$ cat src/rtl/mips_pkg.sv
// -----------------------------------------------------------------------------
// mips_pkg
// Shared definitions for the multicycle MIPS core. It holds the control FSM
// state encoding, the opcode and funct constants, the ALU operation encoding,
// the datapath mux-select encodings, and the control-word struct that the
// controller hands to the datapath. It also provides a sign-extension helper.
// -----------------------------------------------------------------------------
package mips_pkg;

   typedef enum logic [3:0] {
      S_FETCH  = 4'd0,
      S_DECODE = 4'd1,
      S_MEMADR = 4'd2,
      S_MEMRD  = 4'd3,
      S_MEMWB  = 4'd4,
      S_MEMWR  = 4'd5,
      S_EXEC   = 4'd6,
      S_ALUWB  = 4'd7,
      S_ADDIEX = 4'd8,
      S_ADDIWB = 4'd9,
      S_BRANCH = 4'd10,
      S_JUMP   = 4'd11
   } state_e;

   localparam logic [5:0] OP_RTYPE = 6'h00;
   localparam logic [5:0] OP_LW    = 6'h23;
   localparam logic [5:0] OP_SW    = 6'h2B;
   localparam logic [5:0] OP_ADDI  = 6'h08;
   localparam logic [5:0] OP_BEQ   = 6'h04;
   localparam logic [5:0] OP_J     = 6'h02;

   localparam logic [5:0] FN_ADD = 6'h20;
   localparam logic [5:0] FN_SUB = 6'h22;
   localparam logic [5:0] FN_AND = 6'h24;
   localparam logic [5:0] FN_OR  = 6'h25;
   localparam logic [5:0] FN_SLT = 6'h2A;

   typedef enum logic [2:0] {
      ALU_ADD = 3'd0,
      ALU_SUB = 3'd1,
      ALU_AND = 3'd2,
      ALU_OR  = 3'd3,
      ALU_SLT = 3'd4
   } alu_ctrl_e;

   // Second ALU operand: B register, constant 4, immediate, immediate*4.
   typedef enum logic [1:0] {
      SRCB_B      = 2'd0,
      SRCB_FOUR   = 2'd1,
      SRCB_IMM    = 2'd2,
      SRCB_IMM_SH = 2'd3
   } srcb_e;

   // Next-PC source: live ALU result, latched ALUOut, jump target.
   typedef enum logic [1:0] {
      PCSRC_ALU    = 2'd0,
      PCSRC_ALUOUT = 2'd1,
      PCSRC_JUMP   = 2'd2
   } pcsrc_e;

   typedef struct packed {
      logic      pc_we;       // unconditional PC load
      logic      branch;      // PC load when ALU result is zero
      pcsrc_e    pc_src;
      logic      ir_we;
      logic      ab_we;
      logic      mdr_we;
      logic      aluout_we;
      logic      rf_we;
      logic      reg_dst_rd;  // 1: write rd, 0: write rt
      logic      mem_to_reg;  // 1: write MDR, 0: write ALUOut
      logic      iord;        // 1: address = ALUOut, 0: address = PC
      logic      mem_write;
      logic      srca_a;      // 1: operand A register, 0: PC
      srcb_e     srcb;
      alu_ctrl_e alu_ctrl;
   } ctrl_t;

   function automatic logic [31:0] sign_ext(input logic [15:0] imm);
      return {{16{imm[15]}}, imm};
   endfunction

endpackage

$ cat src/rtl/mips_controller.sv
// -----------------------------------------------------------------------------
// mips_controller
// Moore control FSM of the multicycle MIPS core plus the R-type ALU decoder.
// Every control output is a function of the current state and the latched
// instruction fields only.
// Ports:
//   clk_i, rst_ni   clock, async active-low reset (forces FETCH)
//   op_i            IR[31:26]
//   funct_i         IR[5:0]
//   ctrl_o          control word for the datapath (selects and enables)
// -----------------------------------------------------------------------------
module mips_controller
   import mips_pkg::*;
(
   input  logic       clk_i,
   input  logic       rst_ni,
   input  logic [5:0] op_i,
   input  logic [5:0] funct_i,
   output ctrl_t      ctrl_o
);

   state_e    state_q;
   state_e    state_d;
   alu_ctrl_e alu_fn_s;
   logic      funct_ok_s;

   // State register.
   always_ff @(posedge clk_i or negedge rst_ni) begin
      if (!rst_ni) begin
         state_q <= S_FETCH;
      end else begin
         state_q <= state_d;
      end
   end

   // R-type funct decode; unknown functs compute harmlessly but never write back.
   always_comb begin
      alu_fn_s   = ALU_ADD;
      funct_ok_s = 1'b1;
      case (funct_i)
         FN_ADD:  alu_fn_s = ALU_ADD;
         FN_SUB:  alu_fn_s = ALU_SUB;
         FN_AND:  alu_fn_s = ALU_AND;
         FN_OR:   alu_fn_s = ALU_OR;
         FN_SLT:  alu_fn_s = ALU_SLT;
         default: begin
            alu_fn_s   = ALU_ADD;
            funct_ok_s = 1'b0;
         end
      endcase
   end

   // Next-state and control-word decode.
   always_comb begin
      state_d = state_q;
      ctrl_o  = '0;
      case (state_q)
         S_FETCH: begin
            ctrl_o.srca_a   = 1'b0;
            ctrl_o.srcb     = SRCB_FOUR;
            ctrl_o.alu_ctrl = ALU_ADD;
            ctrl_o.pc_src   = PCSRC_ALU;
            ctrl_o.pc_we    = 1'b1;
            ctrl_o.ir_we    = 1'b1;
            state_d         = S_DECODE;
         end
         S_DECODE: begin
            // Branch target precomputed from the already-incremented PC.
            ctrl_o.srca_a    = 1'b0;
            ctrl_o.srcb      = SRCB_IMM_SH;
            ctrl_o.alu_ctrl  = ALU_ADD;
            ctrl_o.aluout_we = 1'b1;
            ctrl_o.ab_we     = 1'b1;
            case (op_i)
               OP_LW, OP_SW: state_d = S_MEMADR;
               OP_RTYPE:     state_d = S_EXEC;
               OP_ADDI:      state_d = S_ADDIEX;
               OP_BEQ:       state_d = S_BRANCH;
               OP_J:         state_d = S_JUMP;
               default:      state_d = S_FETCH;
            endcase
         end
         S_MEMADR: begin
            ctrl_o.srca_a    = 1'b1;
            ctrl_o.srcb      = SRCB_IMM;
            ctrl_o.alu_ctrl  = ALU_ADD;
            ctrl_o.aluout_we = 1'b1;
            if (op_i == OP_SW) begin
               state_d = S_MEMWR;
            end else begin
               state_d = S_MEMRD;
            end
         end
         S_MEMRD: begin
            ctrl_o.iord   = 1'b1;
            ctrl_o.mdr_we = 1'b1;
            state_d       = S_MEMWB;
         end
         S_MEMWB: begin
            ctrl_o.rf_we      = 1'b1;
            ctrl_o.mem_to_reg = 1'b1;
            ctrl_o.reg_dst_rd = 1'b0;
            state_d           = S_FETCH;
         end
         S_MEMWR: begin
            ctrl_o.iord      = 1'b1;
            ctrl_o.mem_write = 1'b1;
            state_d          = S_FETCH;
         end
         S_EXEC: begin
            ctrl_o.srca_a    = 1'b1;
            ctrl_o.srcb      = SRCB_B;
            ctrl_o.alu_ctrl  = alu_fn_s;
            ctrl_o.aluout_we = 1'b1;
            state_d          = S_ALUWB;
         end
         S_ALUWB: begin
            ctrl_o.rf_we      = funct_ok_s;
            ctrl_o.reg_dst_rd = 1'b1;
            ctrl_o.mem_to_reg = 1'b0;
            state_d           = S_FETCH;
         end
         S_ADDIEX: begin
            ctrl_o.srca_a    = 1'b1;
            ctrl_o.srcb      = SRCB_IMM;
            ctrl_o.alu_ctrl  = ALU_ADD;
            ctrl_o.aluout_we = 1'b1;
            state_d          = S_ADDIWB;
         end
         S_ADDIWB: begin
            ctrl_o.rf_we      = 1'b1;
            ctrl_o.reg_dst_rd = 1'b0;
            ctrl_o.mem_to_reg = 1'b0;
            state_d           = S_FETCH;
         end
         S_BRANCH: begin
            // A-B is zero exactly when the operands are equal.
            ctrl_o.srca_a   = 1'b1;
            ctrl_o.srcb     = SRCB_B;
            ctrl_o.alu_ctrl = ALU_SUB;
            ctrl_o.branch   = 1'b1;
            ctrl_o.pc_src   = PCSRC_ALUOUT;
            state_d         = S_FETCH;
         end
         S_JUMP: begin
            ctrl_o.pc_we  = 1'b1;
            ctrl_o.pc_src = PCSRC_JUMP;
            state_d       = S_FETCH;
         end
         default: begin
            state_d = S_FETCH;
         end
      endcase
   end

endmodule

$ cat src/rtl/mips_regfile.sv
// -----------------------------------------------------------------------------
// mips_regfile
// 32 x 32-bit register file, two combinational read ports, one write port
// written on the rising clock edge. Register 0 always reads zero and ignores
// writes. Asynchronous active-low reset clears every register.
// Ports:
//   clk_i, rst_ni        clock, async active-low reset
//   ra1_i/rd1_o          read port 1 address/data
//   ra2_i/rd2_o          read port 2 address/data
//   we_i, wa_i, wd_i     write enable, address, data
// -----------------------------------------------------------------------------
module mips_regfile (
   input  logic        clk_i,
   input  logic        rst_ni,
   input  logic [4:0]  ra1_i,
   input  logic [4:0]  ra2_i,
   output logic [31:0] rd1_o,
   output logic [31:0] rd2_o,
   input  logic        we_i,
   input  logic [4:0]  wa_i,
   input  logic [31:0] wd_i
);

   logic [31:0] regs_q [32];

   // Register storage with write-protection of register 0.
   always_ff @(posedge clk_i or negedge rst_ni) begin
      if (!rst_ni) begin
         for (int i = 0; i < 32; i++) begin
            regs_q[i] <= 32'd0;
         end
      end else if (we_i && (wa_i != 5'd0)) begin
         regs_q[wa_i] <= wd_i;
      end
   end

   // Combinational read ports; register 0 is hard-wired to zero.
   always_comb begin
      if (ra1_i == 5'd0) begin
         rd1_o = 32'd0;
      end else begin
         rd1_o = regs_q[ra1_i];
      end
      if (ra2_i == 5'd0) begin
         rd2_o = 32'd0;
      end else begin
         rd2_o = regs_q[ra2_i];
      end
   end

endmodule

$ cat src/rtl/mips_cpu.sv
// -----------------------------------------------------------------------------
// mips_cpu
// Multicycle 32-bit MIPS core with a single unified memory port. One shared
// ALU and one memory interface are sequenced by mips_controller; this module
// holds the datapath registers (PC, IR, MDR, A, B, ALUOut) and the regfile.
// Ports:
//   clk       system clock, rising-edge
//   reset     asynchronous active-low reset
//   rd        read data, combinational big-endian word at adr
//   adr       byte address: PC during fetch, ALUOut during data access
//   wd        write data (B register)
//   MemWrite  one-cycle write strobe per store
// -----------------------------------------------------------------------------
module mips_cpu
   import mips_pkg::*;
(
   input  logic        clk,
   input  logic        reset,
   input  logic [31:0] rd,
   output logic [31:0] adr,
   output logic [31:0] wd,
   output logic        MemWrite
);

   logic [31:0] pc_q, pc_d;
   logic [31:0] ir_q, ir_d;
   logic [31:0] mdr_q, mdr_d;
   logic [31:0] a_q, a_d;
   logic [31:0] b_q, b_d;
   logic [31:0] aluout_q, aluout_d;

   ctrl_t       ctrl_s;
   logic [31:0] rf_rd1_s;
   logic [31:0] rf_rd2_s;
   logic [4:0]  rf_wa_s;
   logic [31:0] rf_wd_s;
   logic [31:0] imm_ext_s;
   logic [31:0] srca_s;
   logic [31:0] srcb_s;
   logic [31:0] alu_y_s;
   logic        alu_zero_s;
   logic [31:0] jump_tgt_s;

   function automatic logic [31:0] alu_f(input alu_ctrl_e fn,
                                         input logic [31:0] x,
                                         input logic [31:0] y);
      logic [31:0] r;
      case (fn)
         ALU_ADD: r = x + y;
         ALU_SUB: r = x - y;
         ALU_AND: r = x & y;
         ALU_OR:  r = x | y;
         ALU_SLT: r = {31'd0, ($signed(x) < $signed(y))};
         default: r = 32'd0;
      endcase
      return r;
   endfunction

   mips_controller u_ctrl (
      .clk_i   (clk),
      .rst_ni  (reset),
      .op_i    (ir_q[31:26]),
      .funct_i (ir_q[5:0]),
      .ctrl_o  (ctrl_s)
   );

   mips_regfile u_rf (
      .clk_i  (clk),
      .rst_ni (reset),
      .ra1_i  (ir_q[25:21]),
      .ra2_i  (ir_q[20:16]),
      .rd1_o  (rf_rd1_s),
      .rd2_o  (rf_rd2_s),
      .we_i   (ctrl_s.rf_we),
      .wa_i   (rf_wa_s),
      .wd_i   (rf_wd_s)
   );

   assign imm_ext_s  = sign_ext(ir_q[15:0]);
   assign jump_tgt_s = {pc_q[31:28], ir_q[25:0], 2'b00};
   assign rf_wa_s    = ctrl_s.reg_dst_rd ? ir_q[15:11] : ir_q[20:16];
   assign rf_wd_s    = ctrl_s.mem_to_reg ? mdr_q : aluout_q;

   // Memory-side outputs depend only on state and registers, so they are stable within a cycle.
   assign adr      = ctrl_s.iord ? aluout_q : pc_q;
   assign wd       = b_q;
   assign MemWrite = ctrl_s.mem_write;

   // Shared ALU with operand selection.
   always_comb begin
      srca_s = pc_q;
      srcb_s = b_q;
      if (ctrl_s.srca_a) begin
         srca_s = a_q;
      end else begin
         srca_s = pc_q;
      end
      case (ctrl_s.srcb)
         SRCB_B:      srcb_s = b_q;
         SRCB_FOUR:   srcb_s = 32'd4;
         SRCB_IMM:    srcb_s = imm_ext_s;
         SRCB_IMM_SH: srcb_s = {imm_ext_s[29:0], 2'b00};
         default:     srcb_s = b_q;
      endcase
      alu_y_s    = alu_f(ctrl_s.alu_ctrl, srca_s, srcb_s);
      alu_zero_s = (alu_y_s == 32'd0);
   end

   // Next-state of the datapath registers; each holds unless its enable is set.
   always_comb begin
      pc_d     = pc_q;
      ir_d     = ir_q;
      mdr_d    = mdr_q;
      a_d      = a_q;
      b_d      = b_q;
      aluout_d = aluout_q;
      if (ctrl_s.pc_we || (ctrl_s.branch && alu_zero_s)) begin
         case (ctrl_s.pc_src)
            PCSRC_ALU:    pc_d = alu_y_s;
            PCSRC_ALUOUT: pc_d = aluout_q;
            PCSRC_JUMP:   pc_d = jump_tgt_s;
            default:      pc_d = pc_q;
         endcase
      end else begin
         pc_d = pc_q;
      end
      if (ctrl_s.ir_we) begin
         ir_d = rd;
      end else begin
         ir_d = ir_q;
      end
      if (ctrl_s.mdr_we) begin
         mdr_d = rd;
      end else begin
         mdr_d = mdr_q;
      end
      if (ctrl_s.ab_we) begin
         a_d = rf_rd1_s;
         b_d = rf_rd2_s;
      end else begin
         a_d = a_q;
         b_d = b_q;
      end
      if (ctrl_s.aluout_we) begin
         aluout_d = alu_y_s;
      end else begin
         aluout_d = aluout_q;
      end
   end

   // Datapath registers.
   always_ff @(posedge clk or negedge reset) begin
      if (!reset) begin
         pc_q     <= 32'd0;
         ir_q     <= 32'd0;
         mdr_q    <= 32'd0;
         a_q      <= 32'd0;
         b_q      <= 32'd0;
         aluout_q <= 32'd0;
      end else begin
         pc_q     <= pc_d;
         ir_q     <= ir_d;
         mdr_q    <= mdr_d;
         a_q      <= a_d;
         b_q      <= b_d;
         aluout_q <= aluout_d;
      end
   end

endmodule

$ cat config.mk
export PLATFORM = sky130hd
export DESIGN_NAME = mips_cpu
export DESIGN_NICKNAME = d
export VERILOG_FILES = /design/src/rtl/mips_pkg.sv /design/src/rtl/mips_controller.sv /design/src/rtl/mips_regfile.sv /design/src/rtl/mips_cpu.sv
export SDC_FILE = /design/constraint.sdc
export NUM_CORES = 2
export LEC_CHECK = 0
export ABC_AREA = 0
export CAP_MARGIN = 20
export CORE_MARGIN = 2
export CORE_UTILIZATION = 60
export CTS_CLUSTER_DIAMETER = 50
export DETAILED_ROUTE_END_ITERATION = 10
export GPL_TIMING_DRIVEN = 0
export PLACE_DENSITY = 0.85
export SLEW_MARGIN = 20
export SYNTH_ARGS = -nofsm -noshare
export SYNTH_HDL_FRONTEND = slang
export SYNTH_SLANG_ARGS = --single-unit
$ cat constraint.sdc
create_clock -name clk -period 9 [get_ports clk]
set_input_delay 1.8 -clock clk [delete_from_list [all_inputs] [get_ports clk]]
set_output_delay 1.8 -clock clk [all_outputs]
set_load 0.005 [all_outputs]
# --- After elaboration in Yosys (flattened, before gate mapping) ---
# Cells that the tools add are included.
word_totals:
  reg_bits: 1220
  latch_bits: 0
  inputBits: 34
  mem_bits_rw: 0
  out_inout_bits: 65
  n_memories: 0
  mem_bits_ro: 0
classes:
  n_reduce_logical: 23
  n_bitwise: 6
  addsub: 2
  n_eq_ne: 30
  magnitude_cmp: 5
  n_shift: 0
  multipliers: 0
  mux: 34
  div_mod_pow: 0
op_table:
  columns: ["operator", "count"]
  rows:
  - ["$bwmux W1024", 1]
  - ["$bmux W32 S5", 2]
  - ["$mux W32", 10]
  - ["$demux W32 S5", 1]
  - ["$pmux W32 S5", 1]
  - ["$pmux W32 S4", 1]
  - ["$pmux W32 S3", 1]
  - ["$eq A6 B6 Y1 const B", 7]
  - ["$add A32 B32 Y32", 1]
  - ["$and A32 B32 Y32", 1]
  - ["$logic_not A32 Y1", 1]
  - ["$lt A32 B32 Y1", 1]
  - ["$or A32 B32 Y32", 1]
  - ["$sub A32 B32 Y32", 1]
  - ["$pmux W6 S5", 1]
  - ["$pmux W4 S6", 1]
  - ["$pmux W4 S5", 1]
  - ["$ge A6 B6 Y1 const B", 3]
  - ["$not A5 Y6", 3]
  - ["$eq A4 B3 Y1 const B", 4]
  - ["$eq A4 B4 Y1 const B", 4]
  - ["$pmux W3 S4", 1]
  - ["$logic_not A5 Y1", 2]
  - ["$mux W1", 9]
  - ["30 further kinds", 41]

# --- Logic depth before layout (Yosys ltp) ---
logic_depth:
  depth_word: 11
  depth_mapped: 23

# --- By module ---
# Synthesis repeated with hierarchy kept, for this count alone.
hier_totals:
  hier_cells: 5342
  area_unflattened_um2: 69864.5
by_module_without_submodules:
  columns: ["mod", "instances", "area_each_um2", "cells_per_inst"]
  rows:
  - ["mips_regfile", 1, 54310.8, 3682]
  - ["mips_cpu", 1, 14975.6, 1585]
  - ["mips_controller", 1, 578.1, 75]

# --- Least setup slack after synthesis ---
# OpenSTA, ideal clock, no wires.
synth_path:
  kind: "flip-flop to flip-flop"
  from: "register u_ctrl.state_q[3]"
  to: "register pc_q[10]"
  required_time_ps: 8875
  synth_period_minus_slack_ps: 5431
  t_arrival_ps: 5306
  slack_ps: 3569
  n_path_buf: 5
  stages_incl_launch_ff: 23
  cell_sequence: "dfrtp_1 clkbuf_1 xnor2_1 or3_1 clkbuf_1 clkbuf_1 mux2i_1 o21ai_0 ha_1 clkbuf_1 or4_1 nor3_1 o21ai_1 o211a_1 a211o_1 a221oi_1 o221ai_1 nand4b_1 nor3b_1 nand3_1 o21ai_4 buf_12 mux2_4"
synth_between:
  elab_chain_len: 11
synth_rtl:
  columns: ["item", "line", "rtl"]
  rows:
  - ["start: declaration", "mips_controller.sv:22", "state_e state_q;"]
  - ["start signal: assignment", "mips_controller.sv:32", "state_q <= state_d;"]
  - ["$eq A4 B2 Y1 or $eq A4 B4 Y1 (tied branches)", "mips_controller.sv:57", "case (state_q)"]
  - ["$reduce_or A2 Y1 (no line)", null, null]
  - ["$pmux W6 S5", "mips_controller.sv:57", null]
  - ["$eq A2 B2 Y1, or another cell as far along", "mips_cpu.sv:98", "case (ctrl_s.srcb)"]
  - ["$pmux W32 S4", "mips_cpu.sv:98", null]
  - ["$sub A32 B32 Y32, or another cell as far along", "mips_cpu.sv:50", "ALU_SUB: r = x - y;"]
  - ["$pmux W32 S5", "mips_cpu.sv:48", "case (fn)"]
  - ["$logic_not A32 Y1", "mips_cpu.sv:106", "alu_zero_s = (alu_y_s == 32'd0);"]
  - ["$logic_and A1 B1 Y1", "mips_cpu.sv:117", "if (ctrl_s.pc_we || (ctrl_s.branch && alu_zero_s)) begin"]
  - ["$logic_or A1 B1 Y1", "mips_cpu.sv:117", null]
  - ["$reduce_and A2 Y1 (no line)", null, null]
  - ["end signal: assignment", "mips_cpu.sv:161", "pc_q <= pc_d;"]
  - ["end: declaration", "mips_cpu.sv:25", "logic [31:0] pc_q, pc_d;"]
# Parallel ways exist; a longest one is shown, timed or not.
# A chain may end at the register's enable or synchronous reset.

# --- Final worst setup path ---
layout_path:
  from: "register u_ctrl.state_q[2]"
  to: "register pc_q[10]"
# Same word-level chain as after synthesis.

==> results.yml <==
synthesis:
  synthCells: 6447
  synthTopCellsByArea: "dfrtp_1 (45%), mux4_2 (15%), a21oi_1 (8.0%), nor2_1 (5.3%), mux2i_1 (4.2%)"
  synth.cell_area_mm2: 0.06742
  synth_edf_count: 0
  ys_ff_latch: 1220
  synth-simple-area-share_pct: 9.508
  synth_ff_type: "dfrtp_1"
  yosysMostFrequentCell: "dfrtp_1"
  synthMuxAreaShare_pct: 23.34
  ys_types: 85
  synth_top_family_by_area: "multiplexers"
  synthAdderAreaFrac_pct: 2.101
  synth.top_cell.area_share_pct: 45.28
  synth-compound-area-share_pct: 15.39
  synth_xor_area_share_pct: 0.2728
  avgSynthCellArea_um2: 10.46
  synth_top_area_cell: "dfrtp_1"
  async_flop_share_pct: 100.0
  synth_warnings: 0
  syn_nets: 6593
  ys_seq_area_share_pct: 45.28
  synth_common_cells: "dfrtp_1 (1220), a21oi_1 (1072), nor2_1 (948), clkbuf_1 (536), mux4_2 (451)"
job:
  maxCapViolCount: 0
timing:
  tightest_slew_ps: 1357
  max_slew_margin_pct: 9.553
  fin_skew_ps: 39.58
  tns_ps: 0
  fmax_mhz: 112.6
  hold_viol: 0
  maxSlewViolCount: 0
  setup_viol: 0
  whs_ps: 483.8
  finalCritPeriodShare_pct: 98.69
  rsz0062_at_grt: "no"
  finalCriticalPeriod_ps: 8882
cts:
  cts_resized: 0
  cts_sinks: 1220
  htreeDepth: 3
  cts_tree: "yes"
  cts_buffer_depth: 3
  cts_buffers: 117
  clk_latency_ps: 760
  cts-root-buf: "clkbuf_16"
  cts.clk_slew.worst_paths_ps: 70
  postCtsHoldBufs: 0
  cts_setup_buffers: 0
placement:
  place_inst: 8047
  place_congestion: 1.026
  io_buffers: 98
  dpl-instance-area_mm2: 0.07064
  hpwlAfterDp_mm: 193.3
finish:
  final.fill_count: 7877
  fin_area_mm2: 0.07491
  final_layout_size_suffix_gt1_share_pct: 14.63
  layout.nets: 6825
  instances_no_fill: 8275
  synthToLayoutAreaGrowth_pct: 11.12
floorplan:
  row_count: 122
  io_pins: 99
  dieArea_mm2: 0.1151
  die_x_um: 339.2
  core_area_mm2: 0.1111
  start_util_pct: 60.67
  die_y_um: 339.2
route:
  route.detailed.drc: 0
  avgRoutedWirePerCell_um: 30.77
  wirelength_mm: 254.6
  dr.pass1.iters: 8
  avgViaCountPerCell: 7.156
  postRouteAntennaNets: 0
  drt_first_iter_violations: 9932
  vias: 59220
global_routing:
  antenna_found_initial: 20
  grt_pass1_vias: 59220
  grt_use_total_pct: 43.81
  grt_max_degree: 156
  grt_pass1_wl_mm: 373.4
  overflow: 0
hold_path:
  hold_path.startpoint: "u_rf.regs_q[1004]"
  holdPathStages: 1
  hold_class: "flop to flop"
  holdPathEnd: "u_rf.regs_q[1004]"
critical_path:
  cp_max_fo: 10
  reg2reg_to: "pc_q[10]"
  critPathSlowestCell: "a2111oi_1"
  slowest_delay_ps: 850
  r2r_start: "u_ctrl.state_q[2]"
  r2r_cells: 22
  crit_chain: "clkbuf_1 -> or2_2 -> nor2_1 -> clkbuf_1 -> nor2_1 -> clkbuf_1 -> a21oi_1 -> ha_1 -> buf_2 -> nor2b_1 -> o311ai_1 -> a2111oi_1 -> nor3_1 -> o21ai_1 -> a221oi_1 -> nor3b_1 -> nand4_1 -> nor4_2 -> nand3_1 -> o21ai_4 -> buf_12 -> mux2_4"
  crit_top_cell: "clkbuf_1"
  crit_required_ps: 9610
  startpoint_type: "flop"
  critPathCaptureType: "flop"
  reg2reg_slack_ps: 120
  crit_arrival_ps: 9490
  critPathKind: "flop to flop"
power_and_ir_drop:
  p_total_mw: 32.84
  p_leak_nw: 32.37
  vdd_drop_max_v: 0.0002236
  powerDensity_mw_per_mm2: 438.4
status:
  status: "complete, no violations"
## registers in the layout, indices dropped and copies added (netlist names)
| signal | cells |
|---|---|
| a_q | 32 |
| aluout_q | 32 |
| ir_q | 32 |
| mdr_q | 32 |
| pc_q | 32 |
| u_ctrl.state_q | 4 |
| u_rf.regs_q | 1024 |
| wd | 32 |
## cells by family after synthesis
| family | count (synthesis) |
|---|---|
| AO/OA/AOI/OAI | 1845 |
| XOR/XNOR | 21 |
| adder cells (fa/ha/maj) | 112 |
| buffers and inverters | 725 |
| flip-flops | 1220 |
| multiplexers | 971 |
| AND/OR/NAND/NOR | 1553 |
## per-layer routing
metal | wire, um | GRT usage, % | up-vias | part of all wire [%]
li1 | - | - | 23940 | -
met1 | 80640 | 50.56 | 28870 | 32
met2 | 115000 | 68.25 | 5027 | 45
met3 | 35150 | 14.91 | 1357 | 14
met4 | 23560 | 32.33 | 26 | 9.3
met5 | 262 | 0.4493 | - | 0.10
## worst max path at each step
stage	startpoint	endpoint	depth (start not counted)
after floorplan	u_ctrl.state_q[3]	pc_q[10]	22
after global placement	reset	ir_q[4]	1
after detailed placement	u_ctrl.state_q[3]	pc_q[16]	22
after CTS	u_ctrl.state_q[3]	pc_q[10]	22
after global routing	u_ctrl.state_q[2]	pc_q[12]	22
final	u_ctrl.state_q[2]	pc_q[10]	22
## layout by cell type (no fill, tap or decap), types with 26 or more instances in the layout
| master | n |
|---|---|
| clkdlybuf4s50_1 | 97 |
| nand2_1 | 358 |
| nor3_1 | 69 |
| a21o_1 | 35 |
| buf_1 | 63 |
| ha_1 | 110 |
| nor2_1 | 947 |
| dfrtp_1 | 1220 |
| mux2_2 | 216 |
| a21oi_1 | 1072 |
| inv_1 | 97 |
| o221ai_1 | 66 |
| nand3_1 | 40 |
| mux4_2 | 451 |
| a221oi_1 | 26 |
| clkbuf_2 | 27 |
| o21ai_0 | 383 |
| o22ai_1 | 76 |
| clkbuf_16 | 118 |
| clkbuf_1 | 526 |
| mux2i_1 | 283 |
## cell type report
class	instances	area (um2)	share of cell area [%]
multi-input cells	4502	34150	45.58
flip-flops and latches	1220	30530	40.75
clock buffers	147	3222	4.301
plain buffers	626	2442	3.260
well taps	1488	1862	2.485
repair buffers	113	1338	1.785
clock inverters	73	982.2	1.311
inverters	99	371.6	0.4960
diodes	7	17.52	0.02338
## report_power, final
part | internal [mW] | total, mW | leakage [nW] | switching (mW)
Clock | 3.08 | 5.43 | 2.03 | 2.35
Sequential | 7.08 | 8.54 | 16.6 | 1.47
Combinational | 6.76 | 18.9 | 13.8 | 12.1
Total | 16.9 | 32.8 | 32.4 | 15.9
## metrics by stage
step | utilization [%] | setup WS [ps]
after floorplan | - | 3569
after global placement | 63.23 | -46770
after detailed placement | 63.57 | 425.3
after CTS | 67.35 | 427.0
after global routing | 67.40 | 117.9
final | 67.41 | 117.9
## worst max-delay path: cells and delay by family, from the launching register on
kind                       cells  cell delay [ps]
AOI/OAI and AO/OA              6             3070
and+or+nand+nor                9             3000
buffers and inverters          5             1570
DFF                            1              440
adders and majority gates      1              340
muxes                          1              310
No activity file was read; power rests on OpenSTA's default activity.
